<file path="config.mk">
export PLATFORM = sky130hd
export DESIGN_NAME = pc_ctrl
export DESIGN_NICKNAME = d
export VERILOG_FILES = /design/src/rtl/pc_pkg.sv /design/src/rtl/pc_next_sel.sv /design/src/rtl/pc_ctrl.sv
export SDC_FILE = /design/constraint.sdc
export NUM_CORES = 1
export LEC_CHECK = 0
export ABC_AREA = 1
export CAP_MARGIN = 20
export CORE_MARGIN = 5
export CORE_UTILIZATION = 45
export CTS_CLUSTER_SIZE = 28
export DETAILED_ROUTE_END_ITERATION = 7
export GPL_TIMING_DRIVEN = 0
export MAX_ROUTING_LAYER = met4
export PLACE_DENSITY = 0.87
export SYNTH_ARGS = -nofsm -noshare
export SYNTH_HDL_FRONTEND = slang
export SYNTH_SLANG_ARGS = --single-unit
</file>
<file path="constraint.sdc">
create_clock -name i_clk -period 2.45 [get_ports i_clk]
set_clock_uncertainty 0.1 [all_clocks]
set_input_delay 0.49 -clock i_clk [delete_from_list [all_inputs] [get_ports i_clk]]
set_output_delay 0.49 -clock i_clk [all_outputs]
set_load 0.01 [all_outputs]
</file>
<file path="src/rtl/pc_pkg.sv">
// pc_pkg: shared encodings for the fetch-stage PC controller.
// Holds FSM states, next-PC select codes and alignment constants.
package pc_pkg;

  typedef enum logic {
    ST_RUN    = 1'b0,
    ST_HALTED = 1'b1
  } pc_state_e;

  typedef enum logic [1:0] {
    SEL_SEQ    = 2'd0,
    SEL_JUMP   = 2'd1,
    SEL_JR     = 2'd2,
    SEL_BRANCH = 2'd3
  } pc_sel_e;

  localparam int unsigned INSTR_INC  = 4;
  localparam int unsigned ALIGN_MASK = 3;

endpackage

</file>
<file path="src/rtl/pc_next_sel.sv">
// pc_next_sel: prioritised next-PC mux with word-alignment masking.
// Branch beats JR beats jump beats the sequential PC.
module pc_next_sel
  import pc_pkg::*;
#(
  parameter int SIZE_ADDR_PC = 32
) (
  input  logic [SIZE_ADDR_PC-1:0] i_pc_4,
  input  logic                    i_branch_taken,
  input  logic [SIZE_ADDR_PC-1:0] i_branch_target,
  input  logic                    i_jr,
  input  logic [SIZE_ADDR_PC-1:0] i_jr_target,
  input  logic                    i_jump,
  input  logic [SIZE_ADDR_PC-1:0] i_jump_target,
  output logic [SIZE_ADDR_PC-1:0] o_next_pc,
  output pc_sel_e                 o_sel,
  output logic                    o_misaligned
);

  localparam logic [SIZE_ADDR_PC-1:0] MASK =
    SIZE_ADDR_PC'(ALIGN_MASK);

  logic [SIZE_ADDR_PC-1:0] raw;

  always_comb begin
    raw   = i_pc_4;
    o_sel = SEL_SEQ;
    priority case (1'b1)
      i_branch_taken: begin
        raw   = i_branch_target;
        o_sel = SEL_BRANCH;
      end
      i_jr: begin
        raw   = i_jr_target;
        o_sel = SEL_JR;
      end
      i_jump: begin
        raw   = i_jump_target;
        o_sel = SEL_JUMP;
      end
      default: begin
        raw   = i_pc_4;
        o_sel = SEL_SEQ;
      end
    endcase
  end

  assign o_next_pc    = raw & ~MASK;
  assign o_misaligned = |(raw & MASK);

endmodule

</file>
<file path="src/rtl/pc_ctrl.sv">
// pc_ctrl: fetch-stage PC owner with redirects, single-step,
// HALT/breakpoint stop states and an advance counter.
module pc_ctrl
  import pc_pkg::*;
#(
  parameter int                    SIZE_ADDR_PC = 32,
  parameter logic [SIZE_ADDR_PC-1:0] RESET_VECTOR = '0,
  parameter int                    SIZE_CNT     = 32
) (
  input  logic                    i_clk,
  input  logic                    i_reset,
  input  logic                    i_run_mode,
  input  logic                    i_step,
  input  logic                    i_pc_write,
  input  logic                    i_branch_taken,
  input  logic [SIZE_ADDR_PC-1:0] i_branch_target,
  input  logic                    i_jr,
  input  logic [SIZE_ADDR_PC-1:0] i_jr_target,
  input  logic                    i_jump,
  input  logic [SIZE_ADDR_PC-1:0] i_jump_target,
  input  logic                    i_halt,
  input  logic                    i_restart,
  input  logic                    i_bp_en,
  input  logic [SIZE_ADDR_PC-1:0] i_bp_addr,
  output logic [SIZE_ADDR_PC-1:0] o_pc,
  output logic [SIZE_ADDR_PC-1:0] o_pc_4,
  output logic [SIZE_ADDR_PC-1:0] o_pc_8,
  output logic                    o_halted,
  output logic                    o_bp_hit,
  output logic                    o_misaligned,
  output logic [SIZE_CNT-1:0]     o_adv_count
);

  pc_state_e               state_q, state_d;
  logic [SIZE_ADDR_PC-1:0] pc_q, pc_d;
  logic [SIZE_CNT-1:0]     cnt_q, cnt_d;
  logic                    step_q;
  logic                    bp_q, bp_d;
  logic                    mis_q, mis_d;

  logic [SIZE_ADDR_PC-1:0] next_pc;
  pc_sel_e                 sel;
  logic                    mis_raw;
  logic                    step_pulse;
  logic                    adv;
  logic                    bp_stop;
  logic                    halt_stop;

  assign o_pc   = pc_q;
  assign o_pc_4 = pc_q + SIZE_ADDR_PC'(INSTR_INC);
  assign o_pc_8 = pc_q + SIZE_ADDR_PC'(2 * INSTR_INC);

  pc_next_sel #(
    .SIZE_ADDR_PC (SIZE_ADDR_PC)
  ) u_next_sel (
    .i_pc_4          (o_pc_4),
    .i_branch_taken  (i_branch_taken),
    .i_branch_target (i_branch_target),
    .i_jr            (i_jr),
    .i_jr_target     (i_jr_target),
    .i_jump          (i_jump),
    .i_jump_target   (i_jump_target),
    .o_next_pc       (next_pc),
    .o_sel           (sel),
    .o_misaligned    (mis_raw)
  );

  assign step_pulse = i_step & ~step_q;
  assign adv        = (state_q == ST_RUN) & i_pc_write
                    & (i_run_mode | step_pulse);
  assign bp_stop    = adv & i_bp_en & (pc_q == i_bp_addr);
  assign halt_stop  = adv & i_halt;

  always_comb begin
    state_d = state_q;
    if (i_restart) begin
      state_d = ST_RUN;
    end else begin
      unique case (state_q)
        ST_RUN:    if (bp_stop | halt_stop) state_d = ST_HALTED;
        ST_HALTED: state_d = ST_HALTED;
        default:   state_d = ST_RUN;
      endcase
    end
  end

  // Only explicit targets can be misaligned; the sequential path is not flagged.
  always_comb begin
    pc_d  = pc_q;
    cnt_d = cnt_q;
    bp_d  = 1'b0;
    mis_d = 1'b0;
    if (i_restart) begin
      pc_d  = RESET_VECTOR;
      cnt_d = '0;
    end else if (bp_stop) begin
      bp_d = 1'b1;
    end else if (adv && !halt_stop) begin
      pc_d  = next_pc;
      cnt_d = cnt_q + SIZE_CNT'(1);
      mis_d = mis_raw && (sel != SEL_SEQ);
    end
  end

  always_ff @(negedge i_clk or negedge i_reset) begin
    if (!i_reset) begin
      state_q <= ST_RUN;
    end else begin
      state_q <= state_d;
    end
  end

  // step_q resets high so a step held through reset gives no pulse.
  always_ff @(negedge i_clk or negedge i_reset) begin
    if (!i_reset) begin
      pc_q   <= RESET_VECTOR;
      cnt_q  <= '0;
      step_q <= 1'b1;
      bp_q   <= 1'b0;
      mis_q  <= 1'b0;
    end else begin
      pc_q   <= pc_d;
      cnt_q  <= cnt_d;
      step_q <= i_step;
      bp_q   <= bp_d;
      mis_q  <= mis_d;
    end
  end

  assign o_halted     = (state_q == ST_HALTED);
  assign o_bp_hit     = bp_q;
  assign o_misaligned = mis_q;
  assign o_adv_count  = cnt_q;

endmodule

</file>
==> results.md, run 1 <==
* Number of instances in the synthesized netlist at approximately 1.2k
* Initial Util at between 40% and 50%
* Total global routing overflow at 1393
* Ports at 270
* Clock buffers created by TritonCTS at 9
* Stage where the run ended: global routing
* Maximum number of pins on one net before global-route repair at between 60 and 70
* Largest cells by area after synthesis: sky130_fd_sc_hd__nand2_1 25%, sky130_fd_sc_hd__dfrtn_1 24%, sky130_fd_sc_hd__nor2_1 9.1%, sky130_fd_sc_hd__xor2_1 6.7%, sky130_fd_sc_hd__inv_1 5.8%
* Maximum count of clock buffers along a single path at 2
* Number of synthesized flops with an enable pin at 0
* Sequential fraction of the synthesis area at approximately a quarter
* Cell taking the most area after synthesis: sky130_fd_sc_hd__nand2_1
* Top flip-flop cell by instance count after synthesis: sky130_fd_sc_hd__dfrtn_1
* Weighted congestion reported at the end of routability-driven placement at ~1
* Instance count after placement with tap cells included at 1645
* Flop and latch count out of synthesis at 66
* GR Util All Layers at a little over nine tenths
* Clock H-tree levels at 3
* Worst-path endpoint category: top-level output
* CTS sink count at 66
* Error message: [ERROR GRT-0232] Routing congestion too high. Check the congestion heatmap in the GUI.
* IO Port Bufs at about 260
* Synth async-reset ratio at 100%
* GR repair worst EP: o_pc_4[19]
* Run status: did not finish
* Average cell area after synthesis at 5.73 µm²
* Cell at the root of the clock tree: sky130_fd_sc_hd__clkbuf_16
* Cell variety after synth at 38
* Die width at ~130 µm
* Hold_buf cts at 0
* Area share of the largest cell type after synthesis at 25.1%
* Post-synth design cell area at between 0.006 and 0.007 mm²
* Rows at between 40 and 50
* Warning count from the yosys run at 0
* Post-DP HPWL at between 20000 and 30000 µm
* Floorplan die height at between 100 and 150 µm
==> per-stage QoR <==
step	hold WS [ns]	TNS [ns]	area [µm²]	util, %	worst slack [ns]
after floorplan	0.407	-72.56	7430	-	-0.894
after global placement	0.378	-385.69	10300	68.4	-2.64
after detailed placement	0.389	-214.35	10300	68.4	-1.91
after CTS	0.408	-132.97	13400	89.2	-1.56
==> kinds of logic after synthesis <==
| family | share of synthesized area, % |
|---|---|
| xor+xnor | 8.22 |
| compound gates | 8.14 |
| buf+inv | 11.2 |
| flops | 24.2 |
| other cells | 0.0550 |
| simple gates | 47.6 |
| fa+ha+maj | 0.550 |
==> timing repair <==
item,in CTS
buffers inserted,263
setup endpoints to repair,190
pin swaps,146
gates resized for setup,1040
gates cloned,8
==> metal layers <==
metal / GRT overflow / GRT usage [%]
met3: 7 / 70.2
met2: 1096 / 127
met5: - / -
met1: 13 / 85.0
met4: 277 / 108
==> cell usage after synthesis (11+ instances only) <==
library cell and count:
sky130_fd_sc_hd__xor2_1 52, sky130_fd_sc_hd__nand3_1 69, sky130_fd_sc_hd__nor3_1 20, sky130_fd_sc_hd__o21ai_2 11, sky130_fd_sc_hd__o21ai_0 31, sky130_fd_sc_hd__buf_4 17, sky130_fd_sc_hd__clkbuf_1 22, sky130_fd_sc_hd__xnor2_1 12
sky130_fd_sc_hd__inv_2 13, sky130_fd_sc_hd__nand2_1 456, sky130_fd_sc_hd__buf_2 11, sky130_fd_sc_hd__a21oi_1 40, sky130_fd_sc_hd__inv_1 106, sky130_fd_sc_hd__nor2_1 165, sky130_fd_sc_hd__dfrtn_1 65, sky130_fd_sc_hd__or2_2 26
sky130_fd_sc_hd__nand4_1 24
==> run 2: changes to the inputs <==
CORE_UTILIZATION = 30   (was 45)
CTS_CLUSTER_SIZE = default   (was 28)
MAX_ROUTING_LAYER = default   (was met4)
PLACE_DENSITY = default   (was 0.87)
PLACE_DENSITY_LB_ADDON = 0.15   (was default)
==> run 2 against run 1 <==
  * The flow now finishes, with violations (setup timing)
  * Synthesized area stayed put
  * Synthesized cell count unchanged
==> results.md, run 2 <==
* Top library cells by usage in the layout, fill and taps aside: 277 x sky130_fd_sc_hd__nand2_1, 161 x sky130_fd_sc_hd__buf_6, 153 x sky130_fd_sc_hd__buf_4, 144 x sky130_fd_sc_hd__nand2_2, 112 x sky130_fd_sc_hd__nor2_1
* First-pass GRT wire length at roughly 57000 µm
* Worst-case reg-to-reg path depth at 17
* Top flip-flop cell by instance count after synthesis: sky130_fd_sc_hd__dfrtn_1
* Minimum setup slack in the final design at -1.50 ns
* Kind of critical path: reg -> out
* Number of instances in the synthesized netlist at around 1.2k
* Data arrival time at the worst-slack endpoint at around 3.4 ns
* Vias post-DR at ~10k
* Most common library cell in the layout ignoring fill and taps: sky130_fd_sc_hd__nand2_1
* Clock-pin slew reported for the worst setup and hold paths after clock tree synthesis at 0.05 ns
* Final hold violation count at 0
* # fillers at around 2k
* Final count of pins violating max slew at 0
* Total global routing overflow at 0
* Clock H-tree levels at 3
* MaxCap Viol Count at 0
* Unrepaired setup endpoints after global routing: yes
* Fin area at 0.0141 mm²
* Vias per std cell at a little under 5
* Synth async-reset ratio at 100%
* CP endpoint kind: primary output
* Floorplan die height at 161 µm
* Clock tree from TritonCTS: built
* Number of synthesized flops with an enable pin at 0
* Number of flip-flops under the largest register name at 32
* Cell at the root of the clock tree: sky130_fd_sc_hd__clkbuf_16
* Top post-synthesis cells by count: 456 x sky130_fd_sc_hd__nand2_1, 165 x sky130_fd_sc_hd__nor2_1, 106 x sky130_fd_sc_hd__inv_1
* Total core area at roughly 0.023 mm²
* Worst endpoint required time at 1.86 ns
* Vias in the first global route at approximately 10k
* Maximum count of clock buffers along a single path at 2
* Average cell area after synthesis at approximately 5.7 µm²
* Run status: finished with violations
* Actual transition at the worst max-transition pin at roughly 0.57 ns
* Synthesis-to-finish area growth at 106%
* Post-DP HPWL at around 28000 µm
* Leakage component of the power at between 0.007 and 0.008 µW
* Antenna violations before repair at 8
* Initial Util at a little under a third
* Worst skew pair latency at between 0.3 and 0.4 ns
* Area of the die at about 0.026 mm²
* Most frequent cell after synthesis: sky130_fd_sc_hd__nand2_1
* Cell taking the most area after synthesis: sky130_fd_sc_hd__nand2_1
* Die width at between 150 and 200 µm
* Rows at 55
* Core utilization of the finished layout at 62.6%
* Warning count from the yosys run at 0
* Detailed Route Iter0 Violations at 694
* Violations in the final reports: setup timing
* Hold_buf cts at 0
* Startpoint kind of the worst setup timing path: register
* Sequential fraction of the synthesis area at approximately a quarter
* DRC errors left at 0
* Startpoint of the most critical setup path: o_pc[3]
* Placed Area at 0.0104 mm²
* GR Util All Layers at 28.5%
* Largest cells by area after synthesis: sky130_fd_sc_hd__nand2_1 25%, sky130_fd_sc_hd__dfrtn_1 24%, sky130_fd_sc_hd__nor2_1 9.1%, sky130_fd_sc_hd__xor2_1 6.7%, sky130_fd_sc_hd__inv_1 5.8%
* Headroom to the max-slew limit at roughly 62%
* Maximum vdd drop at approximately 260 µV
* Share of cells above drive strength 1 at 51.3%
* Class of the tightest hold or removal check: reg -> reg
* Reg-to-reg startpoint: o_pc[3]
* Number of endpoints failing setup at the final stage at 190
* Worst hold path cell count at 2
* Weighted congestion reported at the end of routability-driven placement at roughly 0.9
* CTS sink count at 66
* Number of nets still failing antenna checks after routing at 0
* Net count reported at finish at about 1.8k
* Critical path peak fanout at 4
* Power Density at around 310 mW/mm²
* Area share of the largest cell type after synthesis at 25.1%
* Routed Wire Length at approximately 40000 µm
* Smallest hold slack at roughly 0.40 ns
* Setup TNS Final at -138.13 ns
* Clock buffers created by TritonCTS at 9
* Slack of the worst reg-to-reg path at -0.16 ns
* Placement Setup Slack at -1.81 ns
* Avg WL per Cell at slightly below 20 µm
* Initial DRT Pass Iterations at 5
* IO Port Bufs at ~260
* Ports at 270
* Maximum number of pins on one net before global-route repair at 50
* Crit path capture: o_pc_4[29]
* Reg2Reg Capture Point: o_pc[11]
* Flop and latch count out of synthesis at 66
* Post-synth design cell area at 0.00682 mm²
* Cell variety after synth at 38
-- run 2: cell counts after synthesis --
Identical to the previous run, type by type.
-- run 2: kinds of logic after synthesis --
logic type	synth area share (%)
xor+xnor	8.22
flops	24.2
buf+inv	11.2
fa+ha+maj	0.550
simple gates	47.6
other cells	0.0550
compound gates	8.14
-- run 2: what timing repair did --
item / 4_1_cts / 5_1_grt
gates resized for setup: 954 / 267
cloned: 10 / 2
setup endpoints to repair: 190 / 190
pin swaps: 143 / 131
buffers inserted: 168 / 71
-- run 2: layout make-up --
class	instances	area [µm²]	share of cell area, %
Timing Repair Buffer	496	4590	32.6
Antenna cell	8	20.0	0.142
Clock inverter	7	119	0.844
Sequential cell	66	1650	11.7
Tap cell	285	357	2.53
Clock buffer	10	229	1.63
Buffer	54	536	3.80
Multi-Input combinational cell	955	6050	43.0
Inverter	120	533	3.78
-- run 2: worst max-delay path, stage by stage (launching register included) --
cell,delay (ns)
sky130_fd_sc_hd__dfrtn_1,0.51
sky130_fd_sc_hd__buf_6,0.15
sky130_fd_sc_hd__ha_4,0.15
sky130_fd_sc_hd__nand2_4,0.07
sky130_fd_sc_hd__nor2_4,0.21
sky130_fd_sc_hd__buf_6,0.17
sky130_fd_sc_hd__nand3_4,0.10
sky130_fd_sc_hd__inv_4,0.10
sky130_fd_sc_hd__nand2_2,0.06
sky130_fd_sc_hd__nand2_2,0.09
sky130_fd_sc_hd__nand2_2,0.06
sky130_fd_sc_hd__buf_6,0.12
-- run 2: where the power goes --
part,total (µW),internal [µW],switching [µW]
registers,1160,1130,35.7
logic,1640,821,821
clock network,1550,1000,553
-- run 2: per-stage QoR --
stage | cells | total power (µW)
floorplan | 1195 | 1730
global placement | 1742 | 2350
detailed placement | 1743 | 2360
CTS | 1937 | 4240
global route | 2000 | 4520
finish | 2001 | 4360
-- run 2: worst min path at each step --
stage               startpoint              end  slack, ns
2_1_floorplan  o_adv_count[31]  o_adv_count[31]       0.41
3_3_place_gp   o_adv_count[31]  o_adv_count[31]       0.39
3_5_place_dp   o_adv_count[31]  o_adv_count[31]       0.38
4_1_cts        o_adv_count[29]  o_adv_count[29]       0.41
5_1_grt        o_adv_count[29]  o_adv_count[29]       0.41
6_report       o_adv_count[29]  o_adv_count[29]       0.40
-- run 2: metal layers --
layer	wire (µm)	track usage, %	vias up
met1	15400	34.0	4687
li1	-	-	4720
met2	19900	48.6	429
met4	2140	15.9	2
met3	2400	5.06	115
met5	7	0	-
No activity file was read; power rests on OpenSTA's default activity.
==> run 3: changes to the inputs <==
CORE_MARGIN = default   (was 5)
CTS_CLUSTER_DIAMETER = 150   (was default)
==> run 3 against run 2 <==
  * The run ends with DRC, setup timing left
  * Register-to-register slack lost 1.2 ns
  * Total power increased by 0.92%
  * Count of clock-buffer cells in the layout fell by 1
  * Critical endpoint is now o_pc_8[24]
==> results.md, run 3 (synthesis results as in run 2) <==
* Run status: finished with violations
* Violations in the final reports: DRC, setup timing
* Clock buffers created by TritonCTS at 9
* IO Port Bufs at roughly 260
* Reg2Reg Capture Point: o_pc[28]
* Headroom to the max-slew limit at 59.9%
* Actual transition at the worst max-transition pin at between 0.6 and 0.7 ns
* Combinational cell fraction of total power at 37.7%
* Final hold violation count at 0
* Maximum vdd drop at about 350 µV
* Clock H-tree levels at 3
* Crit path max-delay cell type: sky130_fd_sc_hd__dfrtn_1
* Total core area at 0.0221 mm²
* Worst endpoint required time at 1.86 ns
* Vias post-DR at 10.1k
* Overall power consumption at between 4000 and 5000 µW
* Power Density at just over 300 mW/mm²
* Floorplan die height at 153 µm
* Placement Setup Slack at -1.88 ns
* Minimum setup slack in the final design at -1.50 ns
* Maximum number of pins on one net before global-route repair at between 40 and 50
* Area of the die at ~0.023 mm²
* Cell internal pwr at 2970 µW
* Switching share of power at ~33%
* Met2 track demand over resource in global routing at a little over half
* Worst skew pair latency at 0.39 ns
* Avg WL per Cell at about 20 µm
* First-pass GRT wire length at ~56000 µm
* Cell chain of the critical path: buf_6, nand2_4, nor2_4, nand2_4, nor2_4, nand2_4, nor2_4, nand2_2, xor2_2, buf_2
* GR Util All Layers at between 30% and 40%
* Synthesis-to-finish area growth at 110%
* Core utilization of the finished layout at between 60% and 70%
* Reg-to-reg startpoint: o_pc[10]
* Data arrival time at the worst-slack endpoint at between 3 and 4 ns
* Unrepaired setup endpoints after global routing: yes
* Final count of pins violating max slew at 0
* DRC errors left at 18
* Number of endpoints failing setup at the final stage at 190
* Maximum single-stage delay on the critical path at approximately 0.44 ns
* Total global routing overflow at 0
* Initial DRT Pass Iterations at 7
* GR Util met3 at between 5 and 6%
* Initial Util at 30.9%
* Class of the tightest hold or removal check: reg -> reg
* Detailed Route Iter0 Violations at 600
* Hold EP: o_adv_count[31]
* Vias in the first global route at 9609
* Top library cells by usage in the layout, fill and taps aside: 291 x sky130_fd_sc_hd__nand2_1, 172 x sky130_fd_sc_hd__buf_4, 135 x sky130_fd_sc_hd__buf_6, 127 x sky130_fd_sc_hd__nand2_2, 117 x sky130_fd_sc_hd__nor2_1
* Relative contribution of sequential cells to total power at a little over a quarter
* Clock-pin slew reported for the worst setup and hold paths after clock tree synthesis at 0.05 ns
* Number of nets still failing antenna checks after routing at 0
* Count of buffer and inverter cells on the critical path at 2
* Rows at 54
* Net count reported at finish at 1864
* Kind of critical path: reg -> out
* Number of flip-flops under the largest register name at 32
* Antenna violations before repair at 5
* Most common library cell in the layout ignoring fill and taps: sky130_fd_sc_hd__nand2_1
* CP endpoint kind: primary output
* Worst-case reg-to-reg path depth at 31
* Routed Wire Length at between 30000 and 40000 µm
* MaxCap Viol Count at 0
* Critical path peak fanout at 7
* Clock power frac at between 30% and 40%
* CTS sink count at 66
* CP delay by family, top: simple AND/OR/NAND/NOR gates
* Startpoint kind of the worst setup timing path: register
* Vias per std cell at roughly 5.0
* Post-DP HPWL at about 27000 µm
* Share of cells above drive strength 1 at approximately half
* Weighted congestion reported at the end of routability-driven placement at 0.933
* Hold Path Origin: o_adv_count[31]
* Slack of the worst reg-to-reg path at -1.40 ns
* Met1 track utilization from global routing at between 30% and 40%
* Smallest hold slack at around 0.44 ns
* Die width at roughly 150 µm
* Maximum count of clock buffers along a single path at 2
* Setup TNS Final at -137.98 ns
* Ports at 270
* Switching power summed over all nets at between 1000 and 1500 µW
* Clock tree from TritonCTS: built
* Cell at the root of the clock tree: sky130_fd_sc_hd__clkbuf_16
* Leakage component of the power at a little over 0.007 µW
* Hold_buf cts at 0
* Worst hold path cell count at 3
* Global routing's busiest layer: met2
-- run 3: cell types whose count changed in the layout (fill, tap and decap cells not counted), moves of 7 or more --
cell                      change
sky130_fd_sc_hd__buf_6       -26
sky130_fd_sc_hd__buf_4       +19
sky130_fd_sc_hd__nand2_2     -17
sky130_fd_sc_hd__nand2_1     +14
sky130_fd_sc_hd__nor2_2      -11
sky130_fd_sc_hd__buf_12       +8
sky130_fd_sc_hd__buf_8        +7
-- run 3: power by group through the flow --
stage	Clock [µW]	Sequential (µW)	Combinational, µW
6_report	1580	1160	1660
3_3_place_gp	5.11	1200	1150
2_1_floorplan	5.11	1190	527
5_1_grt	1630	1170	1750
4_1_cts	1590	1160	1520
3_5_place_dp	5.11	1200	1160
-- run 3: worst min-delay path, stage by stage (launching register included) --
cell and delay [ns]:
sky130_fd_sc_hd__dfrtn_1 0.41, sky130_fd_sc_hd__buf_4 0.12, sky130_fd_sc_hd__nand2_1 0.04, sky130_fd_sc_hd__nand2_1 0.05
-- run 3: through the flow --
| stage | instances | cell area (µm²) |
|---|---|---|
| after floorplan | 1195 | 7430 |
| after global placement | 1737 | 10400 |
| after detailed placement | 1738 | 10400 |
| after CTS | 1937 | 13100 |
| after global routing | 2009 | 14300 |
| final | 2009 | 14300 |
-- run 3: worst max path at each step --
stage	start	end	cells past startpoint
final	o_pc[12]	o_pc_8[24]	10
after detailed placement	o_pc[4]	o_pc_8[30]	7
after floorplan	o_pc[4]	o_pc_8[24]	8
after global placement	i_reset	o_pc[19]	1
after CTS	o_pc[3]	o_pc_8[27]	10
after global routing	o_pc[7]	o_pc_8[24]	10
-- run 3: layout make-up --
cell class | count | area, µm²
diodes | 2 | 5.00
plain buffers | 55 | 562
clock buffers | 9 | 225
clock inverters | 8 | 129
fillers | 1928 | 7770
inverters | 120 | 539
multi-input cells | 956 | 6130
flip-flops and latches | 66 | 1650
well taps | 280 | 350
repair buffers | 513 | 4740
-- run 3: routing by layer --
metal / part of all wire [%] / up-vias
li1: - / 4755
met1: 41 / 4780
met2: 48 / 405
met3: 5.8 / 121
met4: 5.1 / 4
met5: 0.064 / -
-- run 3: repair_timing --
item                                   CTS  global route
pin swaps                              134           104
setup endpoints to repair              190           190
gates cloned                            14             0
endpoints found under the hold margin    0             0
buffers inserted                       169            90
resized for setup                      952           259
